$ cat src/rtl/cache_refill_engine.sv
// cache_refill_engine: optional dirty-line writeback followed by a line refill,
// moving two words per memory beat with one request outstanding at a time.
module cache_refill_engine #(
    parameter int ADDR_WIDTH = 64,
    parameter int DATA_WIDTH = 64,
    parameter int BANK_NUM   = 4
) (
    input  logic                           clk,
    input  logic                           rstn,
    input  logic                           miss_cache,
    input  logic [ADDR_WIDTH-1:0]          addr_cache,
    input  logic                           set_cache,
    input  logic                           need_wb,
    input  logic [ADDR_WIDTH-1:0]          addr_wb,
    input  logic [BANK_NUM*DATA_WIDTH-1:0] data_wb,
    output logic                           busy_wb,
    output logic                           busy_rd,
    output logic [ADDR_WIDTH-1:0]          addr_rd,
    output logic [2*DATA_WIDTH-1:0]        data_rd,
    output logic                           wen_rd,
    output logic                           set_rd,
    output logic                           finish_rd,
    output logic                           mem_req_valid,
    input  logic                           mem_req_ready,
    output logic                           mem_req_wen,
    output logic [ADDR_WIDTH-1:0]          mem_req_addr,
    output logic [2*DATA_WIDTH-1:0]        mem_req_wdata,
    input  logic                           mem_resp_valid,
    input  logic [2*DATA_WIDTH-1:0]        mem_resp_data
);
    localparam int BYTE_NUM = DATA_WIDTH / 8;
    localparam int BEATS    = BANK_NUM / 2;
    localparam int CW       = BEATS > 1 ? $clog2(BEATS) : 1;
    localparam int BW       = 2 * DATA_WIDTH;

    typedef enum logic [2:0] {IDLE, WB_REQ, WB_RESP, RD_REQ, RD_RESP, FINISH} state_t;

    state_t                        r_state, w_next;
    logic [CW-1:0]                 r_beat;
    logic [ADDR_WIDTH-1:0]         r_addr_rd, r_addr_wb;
    logic                          r_set;
    logic [BANK_NUM*DATA_WIDTH-1:0] r_data_wb;
    logic                          w_last, w_hit;
    logic [ADDR_WIDTH-1:0]         w_off;
    logic [BW-1:0]                 w_wdata;

    assign w_last  = r_beat == CW'(BEATS - 1);
    assign w_off   = ADDR_WIDTH'(r_beat) * ADDR_WIDTH'(2 * BYTE_NUM);
    assign w_wdata = r_data_wb[r_beat*BW +: BW];
    assign w_hit   = r_state == RD_RESP && mem_resp_valid;

    always_ff @(posedge clk) begin
        if (!rstn) r_state <= IDLE;
        else       r_state <= w_next;
    end

    always_comb begin
        w_next = r_state;
        case (r_state)
            IDLE:    w_next = miss_cache ? (need_wb ? WB_REQ : RD_REQ) : IDLE;
            WB_REQ:  w_next = mem_req_ready ? WB_RESP : WB_REQ;
            WB_RESP: w_next = mem_resp_valid ? (w_last ? RD_REQ : WB_REQ) : WB_RESP;
            RD_REQ:  w_next = mem_req_ready ? RD_RESP : RD_REQ;
            RD_RESP: w_next = mem_resp_valid ? (w_last ? FINISH : RD_REQ) : RD_RESP;
            FINISH:  w_next = IDLE;
            default: w_next = IDLE;
        endcase
    end

    // Line addresses, way and victim data stay frozen for the whole transaction
    always_ff @(posedge clk) begin
        if (!rstn) begin
            r_beat    <= '0;
            r_addr_rd <= '0;
            r_addr_wb <= '0;
            r_set     <= 1'b0;
            r_data_wb <= '0;
        end else if (r_state == IDLE && miss_cache) begin
            r_beat    <= '0;
            r_addr_rd <= addr_cache;
            r_set     <= set_cache;
            if (need_wb) begin
                r_addr_wb <= addr_wb;
                r_data_wb <= data_wb;
            end
        end else if ((r_state == WB_RESP || r_state == RD_RESP) && mem_resp_valid) begin
            r_beat <= w_last ? '0 : r_beat + 1'b1;
        end
    end

    always_comb begin
        busy_wb       = r_state == WB_REQ || r_state == WB_RESP;
        busy_rd       = r_state != IDLE;
        mem_req_valid = r_state == WB_REQ || r_state == RD_REQ;
        mem_req_wen   = r_state == WB_REQ;
        mem_req_addr  = r_state == WB_REQ ? r_addr_wb + w_off :
                        r_state == RD_REQ ? r_addr_rd + w_off : '0;
        mem_req_wdata = r_state == WB_REQ ? w_wdata : '0;
        wen_rd        = w_hit;
        data_rd       = w_hit ? mem_resp_data : '0;
        addr_rd       = w_hit ? r_addr_rd + w_off : r_state == FINISH ? r_addr_rd : '0;
        set_rd        = (w_hit || r_state == FINISH) && r_set;
        finish_rd     = r_state == FINISH;
    end
endmodule

$ cat config.mk
export PLATFORM = sky130hd
export DESIGN_NAME = cache_refill_engine
export DESIGN_NICKNAME = d
export VERILOG_FILES = /design/src/rtl/cache_refill_engine.sv
export SDC_FILE = /design/constraint.sdc
export NUM_CORES = 1
export LEC_CHECK = 0
export CORE_AREA = 10 10 344 346
export CTS_CLUSTER_DIAMETER = 60
export DETAILED_ROUTE_END_ITERATION = 8
export DIE_AREA = 0 0 354 356
export HOLD_SLACK_MARGIN = 0.03
export PLACE_DENSITY = 0.41
export SETUP_SLACK_MARGIN = 0.02
export SYNTH_ARGS = -nofsm -noshare
export SYNTH_HDL_FRONTEND = slang
export SYNTH_SLANG_ARGS = --single-unit
$ cat constraint.sdc
create_clock -name clk -period 4.9 [get_ports clk]
set_input_delay 0.98 -clock clk [delete_from_list [all_inputs] [get_ports clk]]
set_output_delay 0.98 -clock clk [all_outputs]
set_load 0.05 [all_outputs]
==> results of run 1 <==
final cells by class:
cell class / instances / area, um2
Antenna cell: 11 / 27.5
Clock buffer: 78 / 1730
Clock inverter: 33 / 464
Fill cell: 12031 / 76200
Inverter: 18 / 67.6
Multi-Input combinational cell: 2204 / 12600
Sequential cell: 389 / 7790
Tap cell: 1500 / 1880
Timing Repair Buffer: 990 / 10800
kinds of logic (layout without fill, tap and decap cells):
logic type | Yosys count | after routing | synth area share, %
buffers and inverters | 264 | 1119 | 4.84
AND/OR/NAND/NOR | 1365 | 1365 | 28.1
multiplexers | 136 | 136 | 6.38
other | 0 | 11 | 0
AO/OA/AOI/OAI | 580 | 580 | 19.1
XOR/XNOR | 119 | 119 | 4.88
adder cells (fa/ha/maj) | 4 | 4 | 0.234
flip-flops | 389 | 389 | 36.5
power by group through the flow:
stage / clock [mW] / sequential, mW / combinational [mW]
6_report: 4.74 / 3.55 / 1.85
5_1_grt: 4.99 / 3.57 / 1.99
4_1_cts: 4.87 / 3.55 / 1.88
3_5_place_dp: 0 / 3.62 / 1.88
3_3_place_gp: 0 / 3.62 / 1.87
2_1_floorplan: 0 / 3.52 / 0.896
cell usage after synthesis (9+ instances only):
library cell and number:
inv_1 17, o31ai_1 17, nand2_1 867, clkbuf_1 215, buf_2 18, and3_1 156
nand3_1 54, o22ai_1 48, a21boi_0 386, o21ai_0 61, xor2_1 54, and4_1 19
mux2i_1 135, nor3_1 16, nor2_1 176, a211oi_1 12, a21oi_1 20, buf_1 9
xnor2_1 65, and2_1 16, dfxtp_1 389, a31oi_1 20, nand4_1 28
critical path, delay by kind of cell (launching register included):
kind                   cells  cell delay [ns]
AND/OR/NAND/NOR            4             1.40
flip-flops                 1             0.64
buffers and inverters      2             0.47
AO/OA/AOI/OAI              1             0.31
XOR/XNOR                   1             0.25
how the worst max path moves through the flow:
| stage | cells past startpoint | endpoint | startpoint |
|---|---|---|---|
| finish | 8 | mem_req_addr[47] | r_addr_rd[32] |
| global route | 9 | mem_req_addr[47] | r_addr_rd[4] |
| CTS | 6 | mem_req_addr[40] | r_addr_rd[26] |
| detailed placement | 7 | mem_req_addr[58] | r_addr_rd[26] |
| global placement | 7 | mem_req_addr[58] | r_addr_rd[26] |
| floorplan | 6 | addr_rd[37] | mem_resp_valid |
metal layers:
| layer | part of all wire [%] | GRT usage, % |
|---|---|---|
| met3 | 8.8 | 7.33 |
| met5 | 0.31 | 0 |
| met2 | 47 | 33.2 |
| met1 | 42 | 23.6 |
| met4 | 2.7 | 5.29 |
flip-flops by register name (all words and copies together) (netlist names):
| name | cells |
|---|---|
| r_set | 1 |
| r_data_wb | 256 |
| r_addr_wb | 64 |
| r_state | 3 |
| r_addr_rd | 64 |
| r_beat | 1 |
metrics by stage:
step | setup WS (ns) | instances | utilization [%] | hold WS (ns)
after floorplan | 0.427 | 2857 | - | 0.439
after global placement | 0.637 | 5099 | 29.6 | 0.449
after detailed placement | 0.691 | 5099 | 29.6 | 0.456
after CTS | 0.123 | 5212 | 31.6 | 0.464
after global routing | 0.0335 | 5212 | 31.6 | 0.476
final | 0.174 | 5223 | 31.7 | 0.460
timing repair:
item | 4_1_cts | 5_1_grt
resized for setup | 0 | 2
gates cloned | 0 | 0
pin swaps | 1 | 0
hold buffers | 0 | 0
setup buffers | 2 | 0
endpoints found under the hold margin | 0 | 0
setup endpoints to repair | 1 | 2
==> results.json, run 1 <==
{
  "outcome": "completed",
  "hold_violations": 0,
  "path_cells": "and3_1 -> nand4_4 -> nor4_4 -> buf_4 -> nor3b_1 -> xnor2_1 -> o22ai_1 -> buf_12",
  "grt_pass1_wl_mm": 182,
  "cp.required_ns": 3.92,
  "synth_area_um2": 21400,
  "gp_congestion": 0.869,
  "num_rows": 123,
  "drtPass1Iterations": 5,
  "ys_seq_area_share_pct": 36.5,
  "syn_to_final_growth_pct": 65.4,
  "grt_util_all_layers_pct": 19.8,
  "drc_errors": 0,
  "drv_slew": 0,
  "placed_area_um2": 33100,
  "seqPwrFrac_pct": 35.0,
  "p_sw_share_pct": 30.0,
  "path_class": "register to output port",
  "worstPathMaxFanout": 19,
  "die_area_um2": 126000,
  "postRouteAntennaNets": 0,
  "routed_wl_mm": 132,
  "grt_pass1_vias": 23169,
  "cellPowerDensity_nw_per_um2": 287,
  "fin_crit_sh_pct": 96.4,
  "critPathLaunchType": "register",
  "drive_above_1_share_pct": 11.8,
  "drt_iter0_markers": 1585,
  "synth_edf_count": 0,
  "critPathArrivalTime_ns": 3.75,
  "ff2ff_path_depth": 6,
  "min_path_cells": 2,
  "finalPower_mw": 10.1,
  "via_count": 23289,
  "core_um2": 112000,
  "io_pins": 910,
  "tns_ns": 0,
  "synth_nets": 3380,
  "synth_cell_types": 51,
  "die_w_um": 354,
  "async_flop_share_pct": 0,
  "vias_per_cell": 4.46,
  "critPathMaxStageDelay_ns": 0.66,
  "synthFlopType": "dfxtp_1",
  "cts_max_level": 2,
  "ys_warn_count": 0,
  "p_int_mw": 7.10,
  "maxCapViolCount": 0,
  "antenna_found_initial": 44,
  "worstHoldEndpoint": "r_data_wb[68]",
  "wl_per_cell_um": 25.2,
  "grt-ovfl-total": 0,
  "grt_max_degree": 127,
  "clockBufferDepth": 3,
  "power_leakage_nw": 12.6,
  "place_hpwl_mm": 103,
  "syn_inst": 2857,
  "yosys-top-cells-area": "dfxtp_1, nand2_1, a21boi_0",
  "slowest_stage": "nor3b_1",
  "cts_made_buffers": 61,
  "fin_crit_ns": 4.73,
  "ir_worst_vdd_uv": 287,
  "final_cell_mix": "nand2_1, clkdlybuf4s50_1, dfxtp_1",
  "start_util_pct": 19.1,
  "design_area_um2": 35300,
  "fin_skew_ns": 0.0267,
  "p_switching_mw": 3.04,
  "yosysTopAreaCellShare_pct": 36.5,
  "tightest_slew_ns": 1.04,
  "clk_pin_slew_ns": 0.06,
  "die_h_um": 356,
  "max-slew-margin-rel_pct": 30.0,
  "rsz0062_at_grt": "false",
  "cts_tree": "yes",
  "hold_path_class": "register to register",
  "nets": 4187,
  "endpoint_kind": "output port",
  "setup_viol": 0,
  "port_buffers": 909,
  "pwr-share-comb_pct": 18.2,
  "avgSynthCellArea_um2": 7.48,
  "ys_seq_elements": 389,
  "r2r_end": "r_addr_rd[0]",
  "r2r_start": "r_state[1]",
  "regToRegSetupSlack_ns": 1.80,
  "root_buffer": "clkbuf_16",
  "final_common_cell": "nand2_1",
  "synth_top_area_cell": "dfxtp_1",
  "worstSkewPairLatency_ns": 0.65,
  "clock_sinks": 389,
  "hp-start": "r_data_wb[68]",
  "max_freq_mhz": 212,
  "p_clk_share_pct": 46.7
}
No activity file was read; power rests on OpenSTA's default activity.
==> run 2: changes to the inputs <==
Settings changed: CAP_MARGIN set to 30, CORE_AREA 10 10 344 346 to 10 10 345 347, DIE_AREA 0 0 354 356 to 0 0 355 357, PLACE_DENSITY 0.41 to 0.42.
Clock period 4.9 ns to 4 ns, I/O delays scaled along.
==> run 2 against run 1 <==
Against the previous run:
- global-route usage rose by 0.29 points
- worst setup slack got worse by 0.085 ns
- clock power rose by 14%
- non-clock buffer count rose by 55
- utilization rose by 1.5 points
- critical path depth did not move
- combinational power rose by 29%
==> results.json, run 2 (synthesis results as in run 1) <==
{
  "place_hpwl_mm": 108,
  "cellPowerDensity_nw_per_um2": 325,
  "final_common_cell": "nand2_1",
  "port_buffers": 909,
  "finalPower_mw": 12.1,
  "drtPass1Iterations": 5,
  "path_class": "register to output port",
  "root_buffer": "clkbuf_16",
  "grt_pass1_wl_mm": 186,
  "die_h_um": 357,
  "worstSkewPairLatency_ns": 0.66,
  "fin_util_pct": 33.2,
  "max_freq_mhz": 256,
  "fin_crit_sh_pct": 97.8,
  "wl_per_cell_um": 25.5,
  "largest-register": "r_data_wb",
  "antenna_found_initial": 57,
  "max-slew-margin-rel_pct": 40.3,
  "maxCapViolCount": 0,
  "grt-ovfl-total": 0,
  "clock_sinks": 389,
  "worst_hold_slack_ns": 0.459,
  "drive_above_1_share_pct": 18.4,
  "fin_crit_ns": 3.91,
  "gp_congestion": 0.946,
  "cts_made_buffers": 57,
  "setup_viol": 0,
  "grt_pass1_vias": 23848,
  "drc_errors": 0,
  "slowest_stage": "dfxtp_1",
  "routed_wl_mm": 134,
  "drv_slew": 0,
  "cp.required_ns": 3.20,
  "largest_reg_flops": 256,
  "vias_per_cell": 4.46,
  "outcome": "completed",
  "hold_violations": 0,
  "endpoint_kind": "output port",
  "rsz0062_at_grt": "true",
  "ir_worst_vdd_uv": 368,
  "via_count": 23487,
  "grt_util_all_layers_pct": 20.1,
  "hold_path_class": "register to register",
  "nets": 4238,
  "postRouteAntennaNets": 0,
  "critPathLaunchType": "register",
  "syn_to_final_growth_pct": 73.9,
  "path_cells": "and3_1 -> nand2_1 -> nor3_1 -> buf_4 -> nand3_1 -> xor2_1 -> o22ai_1 -> buf_12",
  "start_util_pct": 19.1,
  "fin_skew_ns": 0.0303,
  "tns_ns": 0,
  "clockBufferDepth": 3,
  "num_rows": 123,
  "cts_max_level": 2,
  "cts_tree": "yes",
  "critPathMaxStageDelay_ns": 0.48,
  "drt_iter0_markers": 1431,
  "final_cell_mix": "nand2_1, clkdlybuf4s50_1, a21boi_0",
  "clk_pin_slew_ns": 0.05,
  "largest_registers": "r_data_wb: 256 flops, r_addr_rd: 64 flops, r_addr_wb: 64 flops",
  "power_leakage_nw": 13.6,
  "n_fill_cell": 12028,
  "worstPathMaxFanout": 8,
  "die_area_um2": 127000,
  "die_w_um": 355,
  "tightest_slew_ns": 0.896,
  "holdBufCountCts": 0,
  "io_pins": 910,
  "critPathArrivalTime_ns": 3.11,
  "grt_max_degree": 137,
  "core_um2": 112000
}
[run 2: cell types whose count changed in the layout (fill, tap and decap cells not counted), sizes merged]
cell	previous run	this run
inv	23	18
diode	11	7
clkdlybuf4s50	685	525
buf	305	520
clkbuf	78	77
clkinv	17	15
[run 2: cell type report]
class | count | area [um2] | area share, %
Clock inverter | 26 | 404 | 1.09
Tap cell | 1500 | 1880 | 5.05
Inverter | 18 | 71.3 | 0.192
Sequential cell | 389 | 7790 | 21.0
Clock buffer | 77 | 1620 | 4.37
Multi-Input combinational cell | 2204 | 12900 | 34.7
Antenna cell | 7 | 17.5 | 0.0471
Timing Repair Buffer | 1045 | 12500 | 33.6
[run 2: metal layers]
metal	part of all wire [%]	vias to the layer above	track usage [%]
met5	0.38	-	0
met3	9.1	200	7.93
met4	2.6	82	5.16
met2	48	781	34.6
li1	-	11340	-
met1	40	11084	23.0
[run 2: worst paths after layout]
path                       start                to  slack (ns)  cells after the start
hold / removal    r_data_wb[224]    r_data_wb[224]        0.46                      2
setup / recovery   r_addr_rd[23]  mem_req_addr[31]        0.09                      8
hold reg to reg   r_data_wb[224]    r_data_wb[224]        0.46                      2
setup reg to reg      r_state[1]     r_data_wb[29]        1.49                      5
[run 2: metrics by stage]
stage                     worst slack, ns  instance area (um2)  std cells
after floorplan                    0.0219                21400       2857
after global placement              0.258                34700       5144
after detailed placement            0.239                34700       5144
after CTS                         -0.0120                37000       5253
after global routing              -0.0355                37100       5260
final                              0.0893                37200       5266
[run 2: worst max-delay path, delay by kind of cell (launching register included)]
family	cells	cell delay (ns)
flip-flops	1	0.48
buffers and inverters	2	0.42
XOR/XNOR	1	0.48
AO/OA/AOI/OAI	1	0.23
AND/OR/NAND/NOR	4	0.86
[run 2: report_power, final]
part | internal, mW | switching [mW] | total [mW]
Combinational | 1.06 | 1.33 | 2.39
Clock | 3.36 | 2.04 | 5.40
Sequential | 4.11 | 0.196 | 4.31
[run 2: what timing repair did]
action	CTS	global route
resized for setup	39	33
buffers inserted	6	6
endpoints found under the hold margin	0	0
pin swaps	5	7
endpoints found under the setup margin	125	42
==> run 3: changes to the inputs <==
Settings changed: CORE_AREA 10 10 345 347 to 2 2 358 360, DIE_AREA 0 0 355 357 to 0 0 360 362, PLACE_DENSITY 0.42 to 0.38.
==> run 3 against run 2 <==
Against the previous run:
- the run now ends with slew limit, setup timing left
- sequential cell count did not move
- wire length fell by 3.3%
- combinational power down 2%
- clock power is 9.6% higher
- sequential share of layout area is 0.43 points lower
- worst hold slack lost 0.00057 ns
- clock-buffer cell count up 4
- fmax is 3.4% lower
- critical path type unchanged
==> results.json, run 3 (synthesis results as in run 1) <==
{
  "p_switching_mw": 3.78,
  "nets": 4233,
  "grt_max_degree": 132,
  "max-slew-margin-rel_pct": -16.9,
  "largest_registers": "r_data_wb: 256 flops, r_addr_rd: 64 flops, r_addr_wb: 64 flops",
  "core_um2": 127000,
  "start_util_pct": 16.9,
  "io_pins": 910,
  "pwr-share-comb_pct": 18.7,
  "ff2ff_path_depth": 5,
  "antenna_found_initial": 43,
  "drc_errors": 0,
  "drt_iter0_markers": 1317,
  "p_int_mw": 8.83,
  "worstPathMaxFanout": 6,
  "hp-start": "r_data_wb[6]",
  "critPathMaxStageDelay_ns": 0.44,
  "path_class": "register to output port",
  "critPathArrivalTime_ns": 3.25,
  "grt_pass1_wl_mm": 181,
  "largest_reg_flops": 256,
  "via_count": 23463,
  "grt_util_all_layers_pct": 19.2,
  "grt-ovfl-total": 0,
  "cellPowerDensity_nw_per_um2": 332,
  "finalPower_mw": 12.6,
  "fin_util_pct": 30.0,
  "p_sw_share_pct": 30.0,
  "crit_path_frequent_cell": "nand4_1",
  "hold_violations": 0,
  "seqPwrFrac_pct": 34.4,
  "endpoint_kind": "output port",
  "maxCapViolCount": 0,
  "grt_util_met1_pct": 22.3,
  "postRouteAntennaNets": 0,
  "worst_hold_slack_ns": 0.459,
  "cts_made_buffers": 66,
  "placed_area_um2": 34900,
  "clockBufferDepth": 3,
  "clk_pin_slew_ns": 0.06,
  "grtUsageMet3_pct": 6.98,
  "n_fill_cell": 13587,
  "seqCellArea_um2": 7800,
  "die_h_um": 362,
  "power_leakage_nw": 13.8,
  "regToRegSetupSlack_ns": 1.52,
  "slowest_stage": "dfxtp_4",
  "routed_wl_mm": 130,
  "port_buffers": 909,
  "worstSkewPairLatency_ns": 0.65,
  "syn_to_final_growth_pct": 77.7,
  "cts_tree": "yes",
  "largest-register": "r_data_wb",
  "die_w_um": 360,
  "final_cell_mix": "nand2_1, clkdlybuf4s50_1, a21boi_0",
  "startpoint": "r_beat",
  "outcome": "complete, but fails checks",
  "drtPass1Iterations": 5,
  "hold_path_class": "register to register",
  "setup_slack_ns": -0.0474,
  "place_hpwl_mm": 101,
  "die_area_um2": 130000,
  "rsz0062_at_grt": "true",
  "grt_pass1_vias": 23403,
  "final_common_cell": "nand2_1",
  "fin_crit_sh_pct": 101,
  "holdBufCountCts": 0,
  "ir_worst_vdd_uv": 254,
  "clock_sinks": 389,
  "design_area_um2": 38000,
  "drv_slew": 70,
  "cts_max_level": 3,
  "dp_slack_ns": 0.111,
  "cp.required_ns": 3.20,
  "min_path_cells": 2,
  "num_rows": 131,
  "p_clk_share_pct": 46.9,
  "max_freq_mhz": 247,
  "r2r_start": "r_state[0]",
  "gp_congestion": 0.897,
  "vias_per_cell": 4.32,
  "setup_viol": 1,
  "wl_per_cell_um": 23.9,
  "violations": "slew limit, setup timing",
  "drive_above_1_share_pct": 19.3,
  "root_buffer": "clkbuf_16",
  "path_cells": "ha_4 -> nand4_1 -> nor4_4 -> and3_4 -> nand4_1 -> xor2_1 -> o22ai_2 -> buf_6 -> buf_12",
  "multiInputGateArea_um2": 13100,
  "top_usage_layer": "met2",
  "fin_crit_ns": 4.05,
  "fin_skew_ns": 0.0362,
  "critPathLaunchType": "register",
  "tightest_slew_ns": 1.75,
  "met2_usage_pct": 33.0
}
## run 3: path summary, 6_finish.rpt
path                      endpoint
setup / recovery  mem_req_addr[63]
hold / removal        r_data_wb[6]
setup reg to reg     r_addr_rd[33]
hold reg to reg       r_data_wb[6]
## run 3: cell type report
| class | instances | area share [%] |
|---|---|---|
| clock buffer | 81 | 4.71 |
| antenna | 16 | 0.105 |
| clock inverter | 32 | 1.24 |
| tap | 1662 | 5.48 |
| inverter | 18 | 0.178 |
| sequential | 389 | 20.5 |
| multi-input combinational | 2204 | 34.6 |
| timing repair buffer | 1031 | 33.1 |
## run 3: metal layers
metal	vias to the layer above	part of all wire, %
li1	11344	-
met1	11065	40
met2	828	48
met3	184	9.1
met4	42	2.9
met5	-	0.22
## run 3: critical path, delay by kind of cell (launching register included)
kind | cells | cell delay (ns)
xor+xnor | 1 | 0.34
compound gates | 1 | 0.13
buf+inv | 2 | 0.32
fa+ha+maj | 1 | 0.16
flops | 1 | 0.44
simple gates | 4 | 1.24
## run 3: power by group through the flow
stage / Sequential, mW / Combinational [mW] / Clock (mW)
final: 4.34 / 2.35 / 5.92
after global routing: 4.37 / 2.53 / 6.26
after CTS: 4.34 / 2.39 / 6.11
after floorplan: 4.32 / 1.10 / 0
after global placement: 4.41 / 2.36 / 0
after detailed placement: 4.41 / 2.36 / 0
## run 3: what timing repair did
item                       in CTS  in global routing
buffers inserted               11                  6
cloned                          0                  0
pin swaps                       6                 10
hold endpoints to repair        0                  0
resized for setup              68                 47
setup endpoints to repair     109                 81
## run 3: metrics by stage
step,cells,TNS (ns)
detailed placement,5288,0
floorplan,2857,0
CTS,5411,-0.493
finish,5433,-0.0474
global route,5418,-0.199
global placement,5288,0
